### src/rtl/bcdtime_set_ctl.sv
// Time-set sequencer for the bcdtime counter: arbitrates two requesters, validates the
// requested BCD time and applies it on the next 1 PPS strobe, then answers with ack or nak.

package bcdtime_pkg;

    typedef struct packed {
        logic [3:0] t_10h;
        logic [3:0] t_1h;
        logic [3:0] t_10m;
        logic [3:0] t_1m;
        logic [3:0] t_10s;
        logic [3:0] t_1s;
        logic [3:0] t_100ms;
        logic [3:0] t_10ms;
        logic [3:0] t_1ms;
    } time_t;

endpackage

module bcdtime_set_ctl
    import bcdtime_pkg::*;
#(
    parameter int unsigned TIMEOUT_MS = 2000,
    parameter bit          ARB_RR     = 1'b0
) (
    input  logic       clk,
    input  logic       rst,
    input  logic       tsc_1pps,
    input  logic       tsc_1ppms,
    input  logic [1:0] req,
    input  time_t      req_time0,
    input  time_t      req_time1,
    output logic [1:0] ack,
    output logic [1:0] nak,
    output logic [1:0] nak_code,
    output logic       busy,
    output logic       set,
    output time_t      set_time
);

    localparam logic [15:0] TIMEOUT_CNT = 16'(TIMEOUT_MS);
    localparam logic [1:0]  CODE_BCD    = 2'd1;
    localparam logic [1:0]  CODE_TMO    = 2'd2;

    typedef enum logic [2:0] {
        S_IDLE,
        S_CHECK,
        S_WAIT_PPS,
        S_RESP,
        S_WAIT_REL
    } state_e;

    state_e      state_q, state_d;
    logic        grant_q, grant_d;
    logic        rr_q, rr_d;
    time_t       set_time_q, set_time_d;
    logic [15:0] to_cnt_q, to_cnt_d;
    logic [1:0]  ack_q, ack_d;
    logic [1:0]  nak_q, nak_d;
    logic [1:0]  nak_code_q, nak_code_d;

    logic [15:0] to_cnt_inc;
    logic        time_ok;

    function automatic logic bcd_time_valid(input time_t t);
        logic digits_ok;
        logic range_ok;
        digits_ok = (t.t_10h <= 4'd9) && (t.t_1h <= 4'd9) && (t.t_10m <= 4'd9) &&
                    (t.t_1m <= 4'd9) && (t.t_10s <= 4'd9) && (t.t_1s <= 4'd9) &&
                    (t.t_100ms <= 4'd9) && (t.t_10ms <= 4'd9) && (t.t_1ms <= 4'd9);
        range_ok  = (t.t_10s <= 4'd5) && (t.t_10m <= 4'd5) && (t.t_10h <= 4'd2) &&
                    !((t.t_10h == 4'd2) && (t.t_1h > 4'd3));
        return digits_ok && range_ok;
    endfunction

    assign time_ok    = bcd_time_valid(set_time_q);
    // Saturate rather than wrap so a very late pps can never look like a fresh count.
    assign to_cnt_inc = (to_cnt_q == 16'hFFFF) ? to_cnt_q : to_cnt_q + 16'd1;

    always_comb begin
        // NOTE: every combinational output gets a default first so no path leaves it unassigned (no latches).
        state_d    = state_q;
        grant_d    = grant_q;
        rr_d       = rr_q;
        set_time_d = set_time_q;
        to_cnt_d   = to_cnt_q;
        ack_d      = 2'b00;
        nak_d      = 2'b00;
        nak_code_d = 2'd0;

        case (state_q)
            S_IDLE: begin
                if (|req) begin
                    if (req == 2'b11) grant_d = ARB_RR ? ~rr_q : 1'b0;
                    else              grant_d = req[1];
                    set_time_d         = grant_d ? req_time1 : req_time0;
                    set_time_d.t_100ms = 4'd0;
                    set_time_d.t_10ms  = 4'd0;
                    set_time_d.t_1ms   = 4'd0;
                    state_d            = S_CHECK;
                end
            end
            S_CHECK: begin
                if (time_ok) begin
                    to_cnt_d = 16'd0;
                    state_d  = S_WAIT_PPS;
                end else begin
                    nak_d[grant_q] = 1'b1;
                    nak_code_d     = CODE_BCD;
                    state_d        = S_RESP;
                end
            end
            S_WAIT_PPS: begin
                // The pps takes precedence over both a cancel and the final ms strobe.
                if (tsc_1pps) begin
                    ack_d[grant_q] = 1'b1;
                    state_d        = S_RESP;
                end else if (!req[grant_q]) begin
                    state_d = S_IDLE;
                end else if (tsc_1ppms) begin
                    to_cnt_d = to_cnt_inc;
                    if (to_cnt_inc >= TIMEOUT_CNT) begin
                        nak_d[grant_q] = 1'b1;
                        nak_code_d     = CODE_TMO;
                        state_d        = S_RESP;
                    end
                end
            end
            S_RESP: begin
                rr_d    = grant_q;
                state_d = S_WAIT_REL;
            end
            S_WAIT_REL: begin
                if (!req[grant_q]) state_d = S_IDLE;
            end
            default: state_d = S_IDLE;
        endcase
    end

    always_ff @(posedge clk or posedge rst) begin
        if (rst) begin
            state_q    <= S_IDLE;
            grant_q    <= 1'b0;
            rr_q       <= 1'b0;
            set_time_q <= '0;
            to_cnt_q   <= 16'd0;
            ack_q      <= 2'b00;
            nak_q      <= 2'b00;
            nak_code_q <= 2'd0;
        end else begin
            // NOTE: non-blocking assignments so every register samples the pre-edge values.
            state_q    <= state_d;
            grant_q    <= grant_d;
            rr_q       <= rr_d;
            set_time_q <= set_time_d;
            to_cnt_q   <= to_cnt_d;
            ack_q      <= ack_d;
            nak_q      <= nak_d;
            nak_code_q <= nak_code_d;
        end
    end

    // set is combinational so it coincides with the pps cycle that bcdtime acts on.
    assign set      = (state_q == S_WAIT_PPS) && tsc_1pps;
    assign set_time = set_time_q;
    assign busy     = (state_q != S_IDLE);
    assign ack      = ack_q;
    assign nak      = nak_q;
    assign nak_code = nak_code_q;

endmodule

### config.mk
export PLATFORM = sky130hd
export DESIGN_NAME = bcdtime_set_ctl
export DESIGN_NICKNAME = d
export VERILOG_FILES = /design/src/rtl/bcdtime_set_ctl.sv
export SDC_FILE = /design/constraint.sdc
export NUM_CORES = 1
export LEC_CHECK = 0
export ABC_CLOCK_PERIOD_IN_PS = 2350
export CAP_MARGIN = 20
export CORE_AREA = 2 2 96 98
export CTS_CLUSTER_DIAMETER = 100
export DETAILED_ROUTE_END_ITERATION = 10
export DIE_AREA = 0 0 98 100
export PLACE_DENSITY = 0.75
export REMOVE_ABC_BUFFERS = 1
export SLEW_MARGIN = 10
export SYNTH_ARGS = -nofsm -noshare
export SYNTH_HDL_FRONTEND = slang
export SYNTH_SLANG_ARGS = --single-unit
### constraint.sdc
create_clock -name clk -period 2.35 [get_ports clk]
set_input_delay 0.3525 -clock clk [delete_from_list [all_inputs] [get_ports clk]]
set_output_delay 0.3525 -clock clk [all_outputs]
set_load 0.005 [all_outputs]
# [Yosys cells after proc, flatten, opt, wreduce, memory -nomap -nowiden]
# Cells that the tools add are included.
[totals] wordCells=97 in_bits=78 output_inout_bits=44 reg_bits=50
[classes] muxes=36 n_reduce_logical=20 order_cmp=13 eq_ne=15 addsub=1
[ops] op="16-bit two-way mux" n=5
[ops] op="36-bit two-way mux" n=1
[ops] op="16-bit case mux with 2 select lines" n=1
[ops] op="4-bit less-or-equal comparator (second input constant)" n=6
[ops] op="2-bit two-way mux" n=11
[ops] op="3-bit two-way mux" n=6
[ops] op="16-bit by 1-bit adder with 16-bit output (second input constant)" n=1
[ops] op="16-bit equality test (second input constant)" n=1
[ops] op="16-bit by 11-bit >= comparator with 1-bit output (second input constant)" n=1
[ops] op="3-bit case mux with 5 select lines" n=1
[ops] op="1-bit logical AND" n=12
[ops] op="2-bit inequality test (second input constant)" n=6
[ops] op="4-bit by 3-bit less-or-equal comparator with 1-bit output (second input constant)" n=2
[ops] op="1-bit two-way mux" n=8
[ops] op="4-bit inequality test (second input constant)" n=2
[ops] op="2-bit case mux with 2 select lines" n=2
[ops] op="3-bit by 2-bit equality test with 1-bit output (second input constant)" n=2
[ops] op="5-bit AND reduction" n=1
[ops] op="4-bit by 2-bit equality test with 1-bit output (second input constant)" n=1
[ops] op="4-bit by 2-bit greater-than comparator with 1-bit output (second input constant)" n=1
[ops] op="4-bit by 2-bit less-or-equal comparator with 1-bit output (second input constant)" n=1
[ops] op="4-bit AND reduction" n=1
[ops] op="3-bit by 1-bit equality test with 1-bit output (second input constant)" n=1
[ops] op="3-bit equality test (second input constant)" n=1
[ops] op="other kinds (10)" n=10

# [Depth between registers and ports, before layout]
# Gate-level depths: netlist of run 1.
[depth] word_depth=9 mapped_depth=9 ltp_nobuf=7

# [Worst setup path after synthesis of run 1]
# No wires, ideal clock.
[synth_timing] kind="reg2reg" from="reg to_cnt_q[0]" to="reg nak_q[1] (netlist: nak[1])" path_slack_ps=243 period_less_slack_ps=2107 arrival_ps=1975 n_path_buf=0 path_stages_with_launch=8 setup_ps=133 required_ps=2217 cell_sequence="dfrtp_1 -> ha_1 -> nand4_1 -> nor4_1 -> mux2i_1 -> nand2_1 -> nor4_4 -> o211ai_2"
[synth_via] elab_chain_len=8 word_cells_on_any_way=9
[synth_lines] item="from (decl)" line_no="57" text="logic [15:0] to_cnt_q, to_cnt_d;"
[synth_lines] item="from (signal assigned)" line_no="156" text="to_cnt_q <= to_cnt_d;"
[synth_lines] item="16-bit by 1-bit adder with 16-bit output / 16-bit equality test (equally long branches)" line_no="78" text="assign to_cnt_inc = (to_cnt_q == 16'hFFFF) ? to_cnt_q : to_cnt_q + 16'd1;"
[synth_lines] item="16-bit two-way mux *" line_no="78"
[synth_lines] item="16-bit by 11-bit >= comparator with 1-bit output *" line_no="122" text="if (to_cnt_inc >= TIMEOUT_CNT) begin"
[synth_lines] item="2-bit two-way mux *" line_no="122"
[synth_lines] item="2-bit two-way mux *" line_no="120" text="end else if (tsc_1ppms) begin"
[synth_lines] item="2-bit two-way mux *" line_no="118" text="end else if (!req[grant_q]) begin"
[synth_lines] item="2-bit two-way mux *" line_no="115" text="if (tsc_1pps) begin"
[synth_lines] item="2-bit case mux with 2 select lines *" line_no="91" text="case (state_q)"
[synth_lines] item="named net nak_d[1]" line_no="59" text="logic [1:0] nak_q, nak_d;"
[synth_lines] item="to (signal assigned)" line_no="158" text="nak_q <= nak_d;"
[synth_lines] item="to (decl)" line_no="59"
# The timed path passes the listed nets; every way through them passes the cells marked *.
# A chain may end at the register's enable or synchronous reset.

# [Final worst setup path of run 1]
[layout_timing] from="reg state_q[0]" to="out set"
[layout_via] elab_chain_len=2
[layout_lines] item="from (decl)" line_no="53" text="state_e state_q, state_d;"
[layout_lines] item="from (signal assigned)" line_no="152" text="state_q <= state_d;"
[layout_lines] item="3-bit by 2-bit equality test with 1-bit output" line_no="164" text="assign set = (state_q == S_WAIT_PPS) && tsc_1pps;"
[layout_lines] item="1-bit logical AND" line_no="164"
[layout_lines] item="to (decl)" line_no="37" text="output logic set,"
# No other way between the ends.

==> flow_metrics.tcl, run 1 <==
set metrics [dict create \
    worstMarginPinSlew_ns 0.542 \
    period_share_pct 93.0 \
    rr_worst_depth 8 \
    cts_buffers 5 \
    synth_seq_area_share_pct 42.2 \
    synth_seq_cells 50 \
    first_global_vias 2596 \
    core-area_um2 8890 \
    htreeDepth 2 \
    busiest_layer "met2" \
    floorplan.rows 35 \
    path_clk_slew_ns 0.09 \
    final_area_um2 4060 \
    cts_sinks 50 \
    critPathArrivalTime_ns 1.83 \
    clk_path_buf_depth 2 \
    fin_ws_ns 0.164 \
    min_period_ns 2.19 \
    final_cells 518 \
    path_class "reg2out" \
    grt_pass1_wl_um 11700 \
    grtUsageMet3_pct 4.60 \
    drcViolationCount 0 \
    areaGrowthSynthToFinish_pct 37.1 \
    initial_core_util_pct 33.3 \
    grt.met1_usage_pct 18.0 \
    ys_async_sr_fraction_pct 100 \
    p_leak_nw 1.66 \
    io_buffers 85 \
    dpl.cell_count 511 \
    status "finished clean" \
    root_buffer "clkbuf_8" \
    vias 2584 \
    ant_nets 0 \
    finClkSkew_ns 0.00819 \
    max-cap-violations 0 \
    drt_iter0_markers 122 \
    syn_inst 315 \
    r2r-start "to_cnt_q[0]" \
    fp.dieW_um 98 \
    rsz0062_at_grt "yes" \
    use_met2_pct 23.8 \
    rr_endpoint "nak[0]" \
    drt_wl_total_um 6630 \
    synth_cell_types 61 \
    pre_cts_ws_ns 0.132 \
    reg2reg_slack_ns 0.18 \
    hold_class "in2async" \
    synth_ff_type "dfrtp_1" \
    ios 122 \
    crit_path_max_fanout 7 \
    hold_viol 0 \
    max_slew_margin_pct 63.8 \
    ctsHoldBuffers 0 \
    cts_tree "built" \
    hpwlAfterDp_um 5090 \
    grt_max_degree 49 \
    synth.cell_area_um2 2960 \
    die_area_um2 9800 \
    required_ns 2.00 \
    vias_per_cell 4.99 \
    syn_area_per_cell_um2 9.41 \
    slew_viol_final 0 \
    critPathLaunchType "flip-flop" \
    fin_nets 486 \
    grt_util_all_layers_pct 14.3 \
    antenna_found_initial 0 \
    post_cts_resized 0 \
    power.density_nw_per_um2 876 \
    max-vdd-ir-drop_mv 0.444 \
    synth_edf_count 0 \
    clk_latency_ns 0.30 \
    wl_per_cell_um 12.8 \
    placed_area_um2 3970 \
    gp_congestion 0.836 \
    clock.fmax_mhz 457 \
    setup-violations-final 0 \
    yosys_warnings 0 \
    drive_gt1_share_pct 12.3 \
    cts_setup_buffers 0 \
    end_kind "output pin" \
    gr-total-overflow 0 \
    die_h_um 100 \
    drt_first_pass_iters 4 \
    antenna_cells 0 \
]
## cell type report
| class | count | area (um^2) |
|---|---|---|
| clock buffers | 6 | 72.6 |
| clock inverters | 1 | 7.51 |
| fillers | 836 | 4830 |
| inverters | 7 | 26.3 |
| multi-input cells | 237 | 1530 |
| flip-flops and latches | 50 | 1250 |
| well taps | 111 | 139 |
| repair buffers | 106 | 1030 |
## cells by family after synthesis
logic type      after synthesis  share of synthesized area (%)
flops                        50                           42.2
xor+xnor                      3                          0.887
other cells                   1                          0.127
simple gates                107                           20.5
buf+inv                      39                           8.02
fa+ha+maj                     1                          0.422
mux                          30                           10.3
compound gates               84                           17.6
## registers in the layout, summed over array words and instances, names as in the netlist
signal / flops
state_q: 3
set_time: 24
grant_q: 1
to_cnt_q: 16
ack: 2
nak_code: 2
nak: 2
## layout by cell type (no fill, tap or decap), types with 9 or more instances in the layout
cell type / Yosys / layout
a21oi_1: 16 / 16
buf_4: 16 / 19
clkdlybuf4s50_1: 0 / 85
conb_1: 1 / 12
dfrtp_1: 50 / 50
mux2i_1: 27 / 27
nand2_1: 45 / 45
nand3_1: 9 / 9
nor2_1: 14 / 14
o21ai_0: 41 / 40
## synth_stat cells, types with 2 or more instances
| cell | n | area, um^2 |
|---|---|---|
| a21o_1 | 3 | 22.5 |
| nand3_1 | 9 | 45.0 |
| a21oi_1 | 16 | 80.1 |
| o22ai_1 | 2 | 12.5 |
| nor3_1 | 6 | 30.0 |
| and4_1 | 2 | 17.5 |
| buf_4 | 16 | 120 |
| buf_6 | 2 | 22.5 |
| nand2_1 | 45 | 169 |
| nand4_1 | 6 | 37.5 |
| mux2i_1 | 27 | 270 |
| dfrtp_1 | 50 | 1250 |
| nor3_2 | 2 | 20.0 |
| a22o_1 | 2 | 17.5 |
| buf_2 | 5 | 25.0 |
| clkbuf_1 | 8 | 30.0 |
| a41oi_1 | 3 | 26.3 |
| mux2_2 | 3 | 33.8 |
| nor2_1 | 14 | 52.6 |
| nor4_1 | 2 | 12.5 |
| nor4_4 | 2 | 42.5 |
| inv_1 | 7 | 26.3 |
| nor2b_1 | 4 | 25.0 |
| o21ai_0 | 41 | 205 |
| xor2_1 | 2 | 17.5 |
## worst max-delay path, stage by stage (launching register included)
cell	delay, ns
dfrtp_1	0.44
nor2b_1	0.18
nor2b_1	0.22
nand2_1	0.11
inv_1	0.09
clkdlybuf4s50_1	0.50
## power breakdown
group	internal (mW)	leakage, nW	switching [mW]
registers	1.14	0.650	0.247
clock network	0.205	0.0373	0.279
logic	0.904	0.976	0.782
## worst max-delay path by stage
stage / from / end / slack (ns) / cells after the start
2_1_floorplan: req[1] / set_time[12] / -0.68 / 2
3_3_place_gp: req[0] / to_cnt_q[0] / 0.15 / 8
3_5_place_dp: req[0] / to_cnt_q[0] / 0.13 / 8
4_1_cts: to_cnt_q[0] / nak[0] / 0.13 / 8
5_1_grt: to_cnt_q[0] / state_q[0] / 0.0005 / 7
6_report: state_q[0] / set / 0.16 / 5
## routing by layer
layer  vias to the layer above  wire, um
li1                       1286         -
met1                      1208      2800
met2                        84      3170
met3                         6       568
met4                         0        94
met5                         -         0
## stage by stage
| step | hold WS (ns) | util, % | power (mW) | setup TNS [ns] |
|---|---|---|---|---|
| 6_report | 0.417 | 45.7 | 3.56 | 0 |
| 5_1_grt | 0.477 | 45.7 | 3.88 | 0 |
| 4_1_cts | 0.443 | 45.6 | 3.61 | 0 |
| 3_5_place_dp | 0.472 | 44.7 | 3.11 | 0 |
| 3_3_place_gp | 0.460 | 44.7 | 3.08 | 0 |
| 2_1_floorplan | 0.438 | - | 2.18 | -16.40 |
Power figures use the tool's default switching activity.
==> run 2: changes to the inputs <==
--- a/config.mk
+++ b/config.mk
@@ -5,7 +5,6 @@
 export SDC_FILE = /design/constraint.sdc
 export NUM_CORES = 1
 export LEC_CHECK = 0
-export ABC_CLOCK_PERIOD_IN_PS = 2350
 export CAP_MARGIN = 20
 export CORE_AREA = 2 2 96 98
 export CTS_CLUSTER_DIAMETER = 100
==> constraint.sdc (replaced) <==
create_clock -name clk -period 2.1 [get_ports clk]
set_input_delay 0.315 -clock clk [delete_from_list [all_inputs] [get_ports clk]]
set_output_delay 0.315 -clock clk [all_outputs]
set_load 0.005 [all_outputs]
==> run 2 against run 1 <==
  * Combinational power up 30%
  * Largest power group unchanged
  * Power is 21% higher
  * Cell area is 9.2% higher
  * Worst hold slack worse by 0.047 ns
  * First-iteration DRC count grew 38%
  * Register-to-register slack lost 0.13 ns
  * Worst setup slack got worse by 0.11 ns
  * Non-clock buffer count rose by 29
  * Final cell count is 5.8% higher
  * Largest cell class unchanged
  * Clock power is 23% higher
==> flow_metrics.tcl, run 2 (synthesis results as in run 1) <==
set metrics [dict create \
    setup-violations-final 0 \
    multi_input_area_um2 1640 \
    seqCellArea_um2 1250 \
    cts_sinks 50 \
    drt_iter0_markers 168 \
    cts_buffers 5 \
    rr_worst_depth 12 \
    fin_nets 515 \
    fp.dieW_um 98 \
    wl_per_cell_um 14.2 \
    antenna_cells 0 \
    path_class "reg2reg" \
    clk_path_buf_depth 2 \
    grt_max_degree 51 \
    grt_pass1_wl_um 12500 \
    vias_per_cell 5.18 \
    areaGrowthSynthToFinish_pct 49.8 \
    ant_nets 0 \
    status "finished clean" \
    drt_first_pass_iters 4 \
    core-area_um2 8890 \
    drcViolationCount 0 \
    nFillCells 806 \
    cts_tree "built" \
    vias 2837 \
    end_kind "flip-flop" \
    die_h_um 100 \
    power.density_nw_per_um2 972 \
    setup_tns_ns 0 \
    dpl.cell_count 522 \
    max-cap-violations 0 \
    hpwlAfterDp_um 5340 \
    period_share_pct 97.5 \
    critPathArrivalTime_ns 2.24 \
    die_area_um2 9800 \
    antenna_found_initial 0 \
    first_global_vias 2740 \
    path_cells "ha_2 -> buf_6 -> and4_4 -> o211ai_1 -> buf_4 -> buf_4 -> buf_4 -> buf_4 -> buf_4 -> buf_4 -> nand2_2 -> a21oi_1" \
    initial_core_util_pct 33.3 \
    max-vdd-ir-drop_mv 0.483 \
    critPathCapture "to_cnt_q[8]" \
    finClkSkew_ns 0.00648 \
    hold_class "in2async" \
    htreeDepth 2 \
    hold-worst-slack_ns 0.370 \
    cp_slowest_stage_delay_ns 0.37 \
    p_leak_nw 1.89 \
    slew_viol_final 0 \
    clock.fmax_mhz 489 \
    rr_endpoint "to_cnt_q[8]" \
    crit_start "to_cnt_q[1]" \
    final_cells 548 \
    final_cell_mix "85 x clkdlybuf4s50_1, 50 x dfrtp_1, 44 x nand2_1, 44 x buf_4, 40 x o21ai_0" \
    r2r-start "to_cnt_q[1]" \
    cp_slowest_cell "dfrtp_1" \
    drive_gt1_share_pct 22.4 \
    floorplan.rows 35 \
    cp_common_cell "buf_4" \
    gp_congestion 0.861 \
    io_buffers 85 \
    ios 122 \
    drt_wl_total_um 7800 \
    path_clk_slew_ns 0.09 \
    clk_latency_ns 0.30 \
    largest_reg_flops 24 \
    gr-total-overflow 0 \
    grt_util_all_layers_pct 15.4 \
    crit_path_max_fanout 6 \
    final_common_cell "clkdlybuf4s50_1" \
    hold_viol 0 \
    reg2reg_slack_ns 0.05 \
    required_ns 2.30 \
    critPathLaunchType "flip-flop" \
    min_period_ns 2.05 \
    root_buffer "clkbuf_8" \
    rsz0062_at_grt "yes" \
]
[run 2: worst min path at each step]
stage / startpoint / to
2_1_floorplan: req[0] / grant_q
3_3_place_gp: set_time[28] / set_time[28]
3_5_place_dp: set_time[28] / set_time[28]
4_1_cts: rst / set_time[16]
5_1_grt: rst / set_time[16]
6_report: rst / set_time[16]
[run 2: critical path: cells and delay by family (launching register included)]
family,cells,cell delay [ns]
AO/OA/AOI/OAI,2,0.20
AND/OR/NAND/NOR,2,0.31
adder cells (fa/ha/maj),1,0.20
flip-flops,1,0.37
buffers and inverters,7,0.85
[run 2: metrics by stage]
stage	total power [mW]	setup slack, ns	cell area (um^2)	util [%]
floorplan	2.44	-0.896	2790	-
global placement	3.58	-0.0243	4080	45.9
detailed placement	3.64	-0.163	4080	45.9
CTS	4.29	0.00133	4280	48.1
global route	4.66	-0.0609	4440	49.9
finish	4.32	0.0532	4440	49.9
[run 2: final cells by class]
cell class	count	area share [%]
flip-flops and latches	50	28.2
well taps	111	3.13
clock inverters	2	0.282
clock buffers	6	1.86
inverters	7	0.592
repair buffers	135	28.9
multi-input cells	237	37.0
[run 2: power by group]
group | internal, mW | total (mW) | switching (mW)
logic | 1.19 | 2.20 | 1.01
clock network | 0.266 | 0.594 | 0.328
registers | 1.28 | 1.52 | 0.243
total | 2.73 | 4.32 | 1.58
[run 2: per-layer routing]
| layer | global-route usage, % | vias to the layer above | share of wire [%] |
|---|---|---|---|
| li1 | - | 1352 | - |
| met1 | 17.7 | 1363 | 39 |
| met2 | 27.9 | 107 | 51 |
| met3 | 4.60 | 15 | 7.7 |
| met4 | 4.59 | 0 | 1.7 |
| met5 | 0 | - | 0 |
[run 2: what timing repair did]
item	in CTS	in global routing
hold buffers	0	0
setup buffers	11	8
endpoints found under the setup margin	5	14
pin swaps	7	13
resized for setup	7	22
==> run 3: changes to the inputs <==
--- a/config.mk
+++ b/config.mk
@@ -12,7 +12,6 @@
 export DIE_AREA = 0 0 98 100
 export PLACE_DENSITY = 0.75
 export REMOVE_ABC_BUFFERS = 1
-export SLEW_MARGIN = 10
 export SYNTH_ARGS = -nofsm -noshare
 export SYNTH_HDL_FRONTEND = slang
 export SYNTH_SLANG_ARGS = --single-unit
==> results of run 3 <==
The final DEF is identical to that of run 2; final timing and power are the same.
